**src/rtl/calc_engine.sv**
```systemverilog
// calc_engine: sequential signed arithmetic core feeding the seven-segment
// display driver. Add/sub finish in one step. Mul/div run W shift iterations
// on operand magnitudes, and the sign is applied at the end.
module calc_engine #(
  parameter int W = 8
) (
  input  logic                  clk,
  input  logic                  rst_n,
  input  logic                  start,
  input  logic [1:0]            op,
  input  logic [W-1:0]          a,
  input  logic [W-1:0]          b,
  output logic                  busy,
  output logic                  done,
  output logic signed [2*W-1:0] result,
  output logic                  ovf,
  output logic                  err
);

  localparam logic [1:0] IDLE = 2'd0;
  localparam logic [1:0] CALC = 2'd1;
  localparam logic [1:0] DONE = 2'd2;

  localparam logic [1:0] OP_ADD = 2'b00;
  localparam logic [1:0] OP_SUB = 2'b01;
  localparam logic [1:0] OP_MUL = 2'b10;
  localparam logic [1:0] OP_DIV = 2'b11;

  localparam int CW = $clog2(W + 1);

  // Three digits on the display cover -255..255; anything outside is flagged.
  localparam logic signed [2*W-1:0] OVF_HI = (2*W)'(255);
  localparam logic signed [2*W-1:0] OVF_LO = -OVF_HI;

  logic [1:0]            state_q, state_d;
  logic [1:0]            op_q, op_d;
  logic [W-1:0]          a_q, a_d;
  logic [W-1:0]          b_q, b_d;
  logic                  sign_q, sign_d;
  logic [CW-1:0]         cnt_q, cnt_d;
  logic [2*W-1:0]        mcand_q, mcand_d;
  logic [W-1:0]          mplr_q, mplr_d;
  logic [2*W-1:0]        acc_q, acc_d;
  logic [W-1:0]          dvd_q, dvd_d;
  logic [W:0]            rem_q, rem_d;
  logic [W:0]            dvsr_q, dvsr_d;
  logic signed [2*W-1:0] result_q, result_d;
  logic                  ovf_q, ovf_d;
  logic                  err_q, err_d;

  logic [W:0]            aExt, bExt, magA, magB;
  logic [W:0]            remShift;
  logic [2*W-1:0]        quoExt;
  logic signed [2*W-1:0] resNext;

  // Operand magnitudes, one bit wider so that -2^(W-1) becomes +2^(W-1).
  always_comb begin
    aExt = {a[W-1], a};
    bExt = {b[W-1], b};
    magA = aExt[W] ? -aExt : aExt;
    magB = bExt[W] ? -bExt : bExt;
  end

  // Final value written on the CALC->DONE edge, chosen by the captured opcode.
  always_comb begin
    quoExt  = {{W{1'b0}}, dvd_q};
    resNext = '0;
    case (op_q)
      OP_ADD:  resNext = {{W{a_q[W-1]}}, a_q} + {{W{b_q[W-1]}}, b_q};
      OP_SUB:  resNext = {{W{a_q[W-1]}}, a_q} - {{W{b_q[W-1]}}, b_q};
      OP_MUL:  resNext = sign_q ? -acc_q : acc_q;
      OP_DIV:  resNext = (b_q == '0) ? '0 : (sign_q ? -quoExt : quoExt);
      default: resNext = '0;
    endcase
  end

  // Next-state logic: capture on start, iterate while counting, publish at zero.
  always_comb begin
    state_d  = state_q;
    op_d     = op_q;
    a_d      = a_q;
    b_d      = b_q;
    sign_d   = sign_q;
    cnt_d    = cnt_q;
    mcand_d  = mcand_q;
    mplr_d   = mplr_q;
    acc_d    = acc_q;
    dvd_d    = dvd_q;
    rem_d    = rem_q;
    dvsr_d   = dvsr_q;
    result_d = result_q;
    ovf_d    = ovf_q;
    err_d    = err_q;
    remShift = {rem_q[W-1:0], dvd_q[W-1]};

    case (state_q)
      IDLE: begin
        if (start) begin
          state_d = CALC;
          op_d    = op;
          a_d     = a;
          b_d     = b;
          sign_d  = a[W-1] ^ b[W-1];
          mcand_d = {{(W-1){1'b0}}, magA};
          mplr_d  = magB[W-1:0];
          acc_d   = '0;
          dvd_d   = magA[W-1:0];
          rem_d   = '0;
          dvsr_d  = magB;
          if ((op == OP_MUL) || ((op == OP_DIV) && (b != '0))) begin
            cnt_d = CW'(W);
          end else begin
            cnt_d = '0;
          end
        end
      end

      CALC: begin
        if (cnt_q != '0) begin
          cnt_d = cnt_q - CW'(1);
          if (op_q == OP_MUL) begin
            if (mplr_q[0]) begin
              acc_d = acc_q + mcand_q;
            end
            mcand_d = mcand_q << 1;
            mplr_d  = mplr_q >> 1;
          end else begin
            if (remShift >= dvsr_q) begin
              rem_d = remShift - dvsr_q;
              dvd_d = {dvd_q[W-2:0], 1'b1};
            end else begin
              rem_d = remShift;
              dvd_d = {dvd_q[W-2:0], 1'b0};
            end
          end
        end else begin
          state_d  = DONE;
          result_d = resNext;
          if ((op_q == OP_DIV) && (b_q == '0)) begin
            err_d = 1'b1;
            ovf_d = 1'b0;
          end else begin
            err_d = 1'b0;
            ovf_d = (resNext > OVF_HI) || (resNext < OVF_LO);
          end
        end
      end

      DONE: begin
        state_d = IDLE;
      end

      default: begin
        state_d = IDLE;
      end
    endcase
  end

  // State registers with synchronous active-low reset; reset drops any partial work.
  always_ff @(posedge clk) begin
    if (!rst_n) begin
      state_q  <= IDLE;
      op_q     <= OP_ADD;
      a_q      <= '0;
      b_q      <= '0;
      sign_q   <= 1'b0;
      cnt_q    <= '0;
      mcand_q  <= '0;
      mplr_q   <= '0;
      acc_q    <= '0;
      dvd_q    <= '0;
      rem_q    <= '0;
      dvsr_q   <= '0;
      result_q <= '0;
      ovf_q    <= 1'b0;
      err_q    <= 1'b0;
    end else begin
      state_q  <= state_d;
      op_q     <= op_d;
      a_q      <= a_d;
      b_q      <= b_d;
      sign_q   <= sign_d;
      cnt_q    <= cnt_d;
      mcand_q  <= mcand_d;
      mplr_q   <= mplr_d;
      acc_q    <= acc_d;
      dvd_q    <= dvd_d;
      rem_q    <= rem_d;
      dvsr_q   <= dvsr_d;
      result_q <= result_d;
      ovf_q    <= ovf_d;
      err_q    <= err_d;
    end
  end

  assign busy   = (state_q != IDLE);
  assign done   = (state_q == DONE);
  assign result = result_q;
  assign ovf    = ovf_q;
  assign err    = err_q;

endmodule

```
**config.mk**
```make
export PLATFORM = sky130hd
export DESIGN_NAME = calc_engine
export DESIGN_NICKNAME = d
export VERILOG_FILES = /design/src/rtl/calc_engine.sv
export SDC_FILE = /design/constraint.sdc
export NUM_CORES = 1
export LEC_CHECK = 0
export BUFFER_PORTS_ARGS = -buffer_cell sky130_fd_sc_hd__buf_2
export CAP_MARGIN = 20
export CORE_UTILIZATION = 65
export CTS_BUF_LIST = sky130_fd_sc_hd__clkbuf_16
export CTS_CLUSTER_SIZE = 24
export DETAILED_ROUTE_END_ITERATION = 6
export PLACE_DENSITY_LB_ADDON = 0.2
export RECOVER_POWER = 100
export SKIP_LAST_GASP = 1
export SLEW_MARGIN = 15
export SYNTH_ARGS = -nofsm -noshare
export SYNTH_HDL_FRONTEND = slang
export SYNTH_SLANG_ARGS = --single-unit
```
**constraint.sdc**
```tcl
create_clock -name clk -period 4.2 [get_ports clk]
set_clock_uncertainty 0.1 [all_clocks]
set_input_delay 0.42 -clock clk [delete_from_list [all_inputs] [get_ports clk]]
set_output_delay 0.42 -clock clk [all_outputs]
set_load 0.01 [all_outputs]
```
### Word level (Yosys, flattened, before mapping)

Cells that the tools add are included.

| word-level totals | value |
|---|---|
| word-level logic and storage cells | 98 |
| output and inout bits | 20 |
| bits of input ports | 21 |
| register bits after elaboration | 108 |

| cells by class | value |
|---|---|
| bitwise logic cells | 2 |
| mux-type cells | 38 |
| add/subtract/negate cells | 9 |
| order comparisons | 3 |
| reduce and logical (&&, ||, !) cells | 18 |
| eq/ne operators | 13 |

Operators by type and width:

| operator | number |
|---|---|
| $mux 16 | 10 |
| $mux 8 | 10 |
| $pmux 16 s2 | 2 |
| $pmux 16 s4 | 1 |
| $pmux 8 s2 | 3 |
| $mux 9 | 2 |
| $neg 9->9 | 2 |
| $add 16x16->16 | 1 |
| $gt 16x9->1 const B | 1 |
| $lt 16x9->1 const B | 1 |
| $neg 16->16 | 1 |
| $neg 8->16 | 1 |
| $mux 4 | 3 |
| $ne 2x2->1 const B | 6 |
| $eq 2x2->1 const B | 5 |
| $add 8x8->9 | 1 |
| $ge 9x9->1 | 1 |
| $sub 8x8->9 | 1 |
| $logic_not 8->1 | 1 |
| $pmux 4 s2 | 1 |
| $reduce_and 4->1 | 2 |
| $reduce_bool 8->1 | 1 |
| $sub 8x8->8 | 1 |
| $reduce_and 2->1 | 3 |
| 14 further kinds | 22 |

### Logic depth before layout (Yosys ltp)

Gate-level depths: netlist of the first run.

| logic depth | value |
|---|---|
| depth in word-level cells | 7 |
| depth in mapped cells | 11 |
| depth with buffers taken out | 11 |

### Worst setup path before layout of the first run

No wires, ideal clock.

| path | value |
|---|---|
| path kind | register to register |
| start | register b_q[2] |
| end | register ovf_q, in the netlist ovf |
| data arrival time | 2.499 ns |
| clock period less this slack | 2.715 ns |
| cell stages (with the launch flop) | 12 |
| library setup time | 0.116 ns |
| setup slack | 1.485 ns |
| buffers on the path | 1 |
| cell sequence | dfxtp_1 > inv_1 > ha_1 > buf_2 > nor2b_1 > o2111ai_1 > a21boi_1 > o41ai_2 > nor2_1 > a2111oi_0 > nand4_1 > o211a_1 |

| between the ends | value |
|---|---|
| longest elaborated chain between the ends | 6 |
| elaborated cells between the ends (all ways) | 10 |
| classes of those cells | add/sub: 2; order compare: 2; mux: 3; reduce/logical: 3 |

RTL lines:

| element | RTL line | source |
|---|---|---|
| from (decl) | 38 | `logic [W-1:0] b_q, b_d;` |
| from (signal assigned) | 165 | `b_q <= '0;` |
| from (signal assigned) | 181 | `b_q <= b_d;` |
| branches (longest 5 deep; another with $gt 16x9->1) | - |  |
| $mux 1 * | 139 | `if ((op_q == OP_DIV) && (b_q == '0)) begin` |
| to (signal assigned) | 191 | `ovf_q <= ovf_d;` |
| to (decl) | 48 | `logic ovf_q, ovf_d;` |

Mark *: on every way between the ends.
A chain may end at the register's enable or synchronous reset.

### Worst setup path after layout of the first run

| path | value |
|---|---|
| start | register state_q[1] |
| end | register mcand_q[1] |

| between the ends | value |
|---|---|
| longest elaborated chain between the ends | 3 |
| elaborated cells between the ends (all ways) | 8 |
| classes of those cells | eq/ne: 4; mux: 1; reduce/logical: 3 |

RTL lines:

| element | RTL line | source |
|---|---|---|
| from (decl) | 35 | `logic [1:0] state_q, state_d;` |
| from (signal assigned) | 178 | `state_q <= state_d;` |
| $eq 2x1->1 / $logic_not 2->1 (equally long branches) | 96 | `case (state_q)` |
| $ne 2x2->1 (no source line) / $reduce_bool 2->1 (equally long branches) | - |  |
| $reduce_and 4->1 (no source line) | - |  |
| to (signal assigned) | 184 | `mcand_q <= mcand_d;` |
| to (decl) | 41 | `logic [2*W-1:0] mcand_q, mcand_d;` |

Parallel ways exist; a longest one is shown, timed or not.

==> results.json, run 1 <==
{
  "post_synth.cell_area_avg_um2": 8.067,
  "gp_congestion": 0.9458,
  "hold_path.class": "input pin to flop",
  "outcome": "completed",
  "yosysWarnings": 0,
  "cts_root_buf": "clkbuf_16",
  "drc": 0,
  "instances_no_fill": 1033,
  "grt_pass1_vias": 5995,
  "tritoncts": "done",
  "critPathMaxFanout": 36,
  "areaGrowthSynthToFinish_pct": 7.081,
  "layout-drive-gt1-share": 0.06689,
  "ys_ff_latch": 107,
  "slew_violations": 0,
  "synth_top_area_frac": 0.3038,
  "grt_antenna_before_repair": 0,
  "viasPerCell": 6.196,
  "clock_latency_ns": 0.37,
  "grt_start_max_net_pins": 45,
  "synth_nets": 945,
  "fin_crit_sh": 0.8433,
  "drv_cap": 0,
  "port_buffers": 40,
  "cts_resized": 0,
  "wl_per_cell_um": 17.24,
  "dieArea_um2": 11270,
  "period_needed_ns": 3.542,
  "core_um2": 10420,
  "slew_headroom": 0.01380,
  "rows": 37,
  "final_area_um2": 7550,
  "worstMarginPinSlew_ns": 1.479,
  "fin_ws_ns": 0.6583,
  "timing.hold.ws_ns": 0.2319,
  "hold_buffers": 0,
  "arrival_ns": 3.74,
  "hpwl_um": 13240,
  "floorplan.initialDensity": 0.6769,
  "ir_drop_uv": 304.5,
  "power_mw": 2.692,
  "clk_pin_slew_worst_paths_ns": 0.07,
  "fin_util": 0.7248,
  "synth_ff_type": "dfxtp_1",
  "fmax_mhz": 282.3,
  "finalSetupTns_ns": 0,
  "endpoint_kind": "flop",
  "drt_iter0_markers": 623,
  "worstSetupStartpointType": "flop",
  "grt_overflow": 0,
  "nets": 963,
  "power_density_nw_per_um2": 356.5,
  "hold_violations": 0,
  "synth-edff-count": 0,
  "crit_type": "flop to flop",
  "dp_slack_ns": 1.137,
  "finalSetupViolCount": 0,
  "yosysSeqAreaShare": 0.3038,
  "post_cts_buffers": 0,
  "die_y_um": 106.2,
  "htree_levels": 3,
  "ant_nets": 0,
  "yosys-top-cells-area": "dfxtp_1 30%, ha_1 8.2%, nand2_1 7.1%, a21boi_0 4.7%, nor2b_1 4.2%",
  "grt_use_total": 0.3309,
  "syn_inst": 874,
  "ioPinCount": 41,
  "rsz0062_at_grt": "false",
  "async_flop_share": 0,
  "totalWireLength_um": 17810,
  "grt_pass1_wl_um": 29410,
  "leakage_nw": 3.100,
  "die_w_um": 106.2,
  "vias": 6400,
  "drt_pass1_iterations": 6,
  "dp_cells": 1016,
  "clock_sink_count": 107,
  "cts_made_buffers": 9,
  "cts_buffer_depth": 2,
  "yosysTopAreaCell": "dfxtp_1",
  "worstPathRequired_ns": 4.39,
  "fill_cells": 837,
  "synth_cell_types": 68,
  "place_area_um2": 7297,
  "antenna_cells": 0,
  "synth_area_um2": 7051
}
where the power goes:
group / total, mW / switching, mW / internal (mW)
Clock: 0.847 / 0.428 / 0.419
Sequential: 1.15 / 0.0721 / 1.08
Combinational: 0.693 / 0.422 / 0.271
logic make-up (layout without fill, tap and decap cells):
| family | count (synthesis) | after routing | synth area share |
|---|---|---|---|
| buffers and inverters | 83 | 106 | 0.04898 |
| flip-flops | 107 | 107 | 0.3038 |
| AO/OA/AOI/OAI | 246 | 246 | 0.2492 |
| XOR/XNOR | 56 | 56 | 0.06957 |
| multiplexers | 11 | 11 | 0.01562 |
| AND/OR/NAND/NOR | 321 | 321 | 0.2199 |
| adder cells (fa/ha/maj) | 50 | 50 | 0.09299 |
final timing paths:
kind / startpoint / to / slack, ns / cells past startpoint
setup / recovery: state_q[1] / mcand_q[1] / 0.66 / 8
hold / removal: a[1] / a_q[1] / 0.23 / 3
setup reg to reg: state_q[1] / mcand_q[1] / 0.66 / 8
hold reg to reg: mplr_q[4] / mplr_q[4] / 0.36 / 2
cells in the mapped netlist, types with 21 or more instances:
cell type,n
clkbuf_1,34
nor2_1,51
xor2_1,26
a21boi_0,44
ha_1,46
nor3_1,21
inv_1,39
o21ai_0,37
nand2_1,133
dfxtp_1,107
xnor2_1,30
a21oi_1,43
nor2b_1,47
worst max-delay path, stage by stage (launching register included):
cell and delay (ns):
dfxtp_1 0.33, nor2_1 0.17, and2_1 0.15, clkbuf_1 1.07, nor2_1 0.26, nor2_1 0.61
clkbuf_1 0.42, o211ai_1 0.18, a21boi_0 0.18
registers in the layout, summed over array words and instances (netlist names):
name,cells
mplr_q,8
dvd_q,8
err,1
op_q,2
sign_q,1
a_q,8
result,16
state_q,2
acc_q,16
dvsr_q,8
cnt_q,4
rem_q,8
ovf,1
b_q,8
mcand_q,16
placed cells by master, fill, tap and decap left out, types with 21 or more instances in the layout:
cell      count
a21boi_0     45
a21oi_1      43
clkbuf_1     24
dfxtp_1     107
ha_1         46
inv_1        39
nand2_1     133
nor2_1       51
nor2b_1      47
nor3_1       21
o21ai_0      39
xnor2_1      30
xor2_1       26
area by class of cell:
type	count	area [µm²]	share of cell area
multi-input cells	684	4556	0.6034
repair buffers	51	242.7	0.03215
clock buffers	9	225.2	0.02983
inverters	39	146.4	0.01939
well taps	136	170.2	0.02254
flip-flops and latches	107	2142	0.2837
clock inverters	7	67.56	0.008949
metal layers:
layer  GRT usage  part of all wire
met5           0                 0
met4      0.1319             0.024
met3     0.04660             0.059
met2      0.5538              0.47
met1      0.4286              0.44
Note: power is estimated with default switching activity, not from simulation.
==> inputs of run 2 (changes only) <==
--- a/config.mk
+++ b/config.mk
@@ -7,7 +7,7 @@
 export LEC_CHECK = 0
 export BUFFER_PORTS_ARGS = -buffer_cell sky130_fd_sc_hd__buf_2
 export CAP_MARGIN = 20
-export CORE_UTILIZATION = 65
+export CORE_UTILIZATION = 62
 export CTS_BUF_LIST = sky130_fd_sc_hd__clkbuf_16
 export CTS_CLUSTER_SIZE = 24
 export DETAILED_ROUTE_END_ITERATION = 6
==> constraint.sdc (replaced) <==
create_clock -name clk -period 3.3 [get_ports clk]
set_clock_uncertainty 0.1 [all_clocks]
set_input_delay 0.33 -clock clk [delete_from_list [all_inputs] [get_ports clk]]
set_output_delay 0.33 -clock clk [all_outputs]
set_load 0.01 [all_outputs]
==> run 2 against run 1 <==
  * Sequential cell count unchanged
  * Die area increased by 4.7%
  * The run now ends with capacitance limit, slew limit left
  * Core utilization down 2.6 points
  * Global-route usage is 1.7 points lower
  * Largest power group unchanged
  * Clock power is 49% higher
  * Via count increased by 2.0%
  * First-iteration DRC count fell by 34%
==> results.json, run 2 (same netlist as run 1, synthesis figures left out) <==
{
  "critPathMaxStageDelay_ns": 1.39,
  "crit_chain": "inv_1 -> nor2_1 -> o21ai_0 -> buf_4 -> nand2_1 -> a21boi_0",
  "clock_sink_count": 107,
  "hpwl_um": 13060,
  "critPathSlowestCell": "o21ai_0",
  "outcome": "complete, but fails checks",
  "violations": "capacitance limit, slew limit",
  "grt_pass1_vias": 6082,
  "worstPathRequired_ns": 3.48,
  "grt_pass1_wl_um": 29100,
  "worstMarginPinSlew_ns": 1.784,
  "cts_resized": 0,
  "power_density_nw_per_um2": 470.8,
  "ir_drop_uv": 441.1,
  "drc": 0,
  "dieArea_um2": 11800,
  "fmax_mhz": 326.3,
  "cts_root_buf": "clkbuf_16",
  "antenna_cells": 0,
  "final_cell_mix": "133 x nand2_1, 107 x dfxtp_1, 51 x nor2_1",
  "grt_overflow": 0,
  "hold_path.class": "input pin to flop",
  "finalSetupTns_ns": 0,
  "htree_levels": 3,
  "cts_buffer_depth": 2,
  "critPathMaxFanout": 13,
  "fin_crit_sh": 0.9286,
  "tritoncts": "done",
  "nets": 971,
  "layout-drive-gt1-share": 0.07514,
  "period_needed_ns": 3.064,
  "rows": 38,
  "vias": 6529,
  "ant_nets": 0,
  "slew_headroom": -0.2018,
  "slew_violations": 14,
  "port_buffers": 40,
  "final_common_cell": "nand2_1",
  "leakage_nw": 3.169,
  "finalSetupViolCount": 0,
  "ioPinCount": 41,
  "drt_pass1_iterations": 5,
  "drv_cap": 1,
  "crit_type": "flop to flop",
  "core_um2": 10980,
  "arrival_ns": 3.25,
  "clk_pin_slew_worst_paths_ns": 0.08,
  "floorplan.initialDensity": 0.6419,
  "wl_met1_um": 7837,
  "drt_iter0_markers": 414,
  "worstSetupStartpointType": "flop",
  "wl_met3_um": 896,
  "cts_made_buffers": 9,
  "maxUsedRoutingLayer": "met4",
  "grt_start_max_net_pins": 42,
  "totalWireLength_um": 17540,
  "grt_use_total": 0.3137,
  "rsz0062_at_grt": "false",
  "hold_buffers": 0,
  "die_w_um": 108.6,
  "wl_met2_um": 8424,
  "die_y_um": 108.6,
  "wl_per_cell_um": 16.79,
  "gp_congestion": 0.9165,
  "endpoint_kind": "flop",
  "hold_violations": 0,
  "power_mw": 3.614,
  "viasPerCell": 6.248,
  "clock_latency_ns": 0.36,
  "areaGrowthSynthToFinish_pct": 8.891,
  "post_cts_buffers": 0,
  "grt_antenna_before_repair": 0
}
==> run 2: final cells by class <==
type / instances / area, µm²
fillers: 901 / 3306
clock buffers: 9 / 225.2
multi-input cells: 684 / 4563
repair buffers: 59 / 301.5
flip-flops and latches: 107 / 2142
clock inverters: 7 / 123.9
well taps: 140 / 175.2
inverters: 39 / 146.4
==> run 2: metal layers <==
| metal | up-vias | GRT usage |
|---|---|---|
| li1 | 3141 | - |
| met1 | 3132 | 0.4016 |
| met2 | 217 | 0.5312 |
| met3 | 39 | 0.05858 |
| met4 | 0 | 0.1014 |
| met5 | - | 0 |
==> run 2: metrics by stage <==
step	worst slack [ns]	area, µm²	hold WS, ns	cells	util
CTS	0.4323	7719	0.1426	1045	0.7028
finish	0.2356	7677	0.1470	1045	0.6990
global route	0.08334	7677	0.1672	1045	0.6990
global placement	0.5174	7370	0.3489	1029	0.6710
floorplan	0.5845	7051	0.3315	874	-
detailed placement	0.4644	7370	0.3564	1029	0.6710
==> run 2: final timing paths <==
kind,slack (ns),endpoint,cells after the start,from
setup / recovery,0.24,mcand_q[1],6,op_q[1]
hold / removal,0.15,a_q[1],3,a[1]
setup reg to reg,0.24,mcand_q[1],6,op_q[1]
hold reg to reg,0.36,result[2],2,result[2]
==> run 2: report_power, final <==
group,internal (mW),switching (mW)
logic,0.355,0.542
registers,1.37,0.0856
clock network,0.749,0.508
==> run 2: worst max-delay path: cells and delay by family, from the launching register on <==
kind                   cells  cell delay, ns
AOI/OAI and AO/OA          2            1.56
DFF                        1            0.45
buffers and inverters      2            0.64
and+or+nand+nor            2            0.23
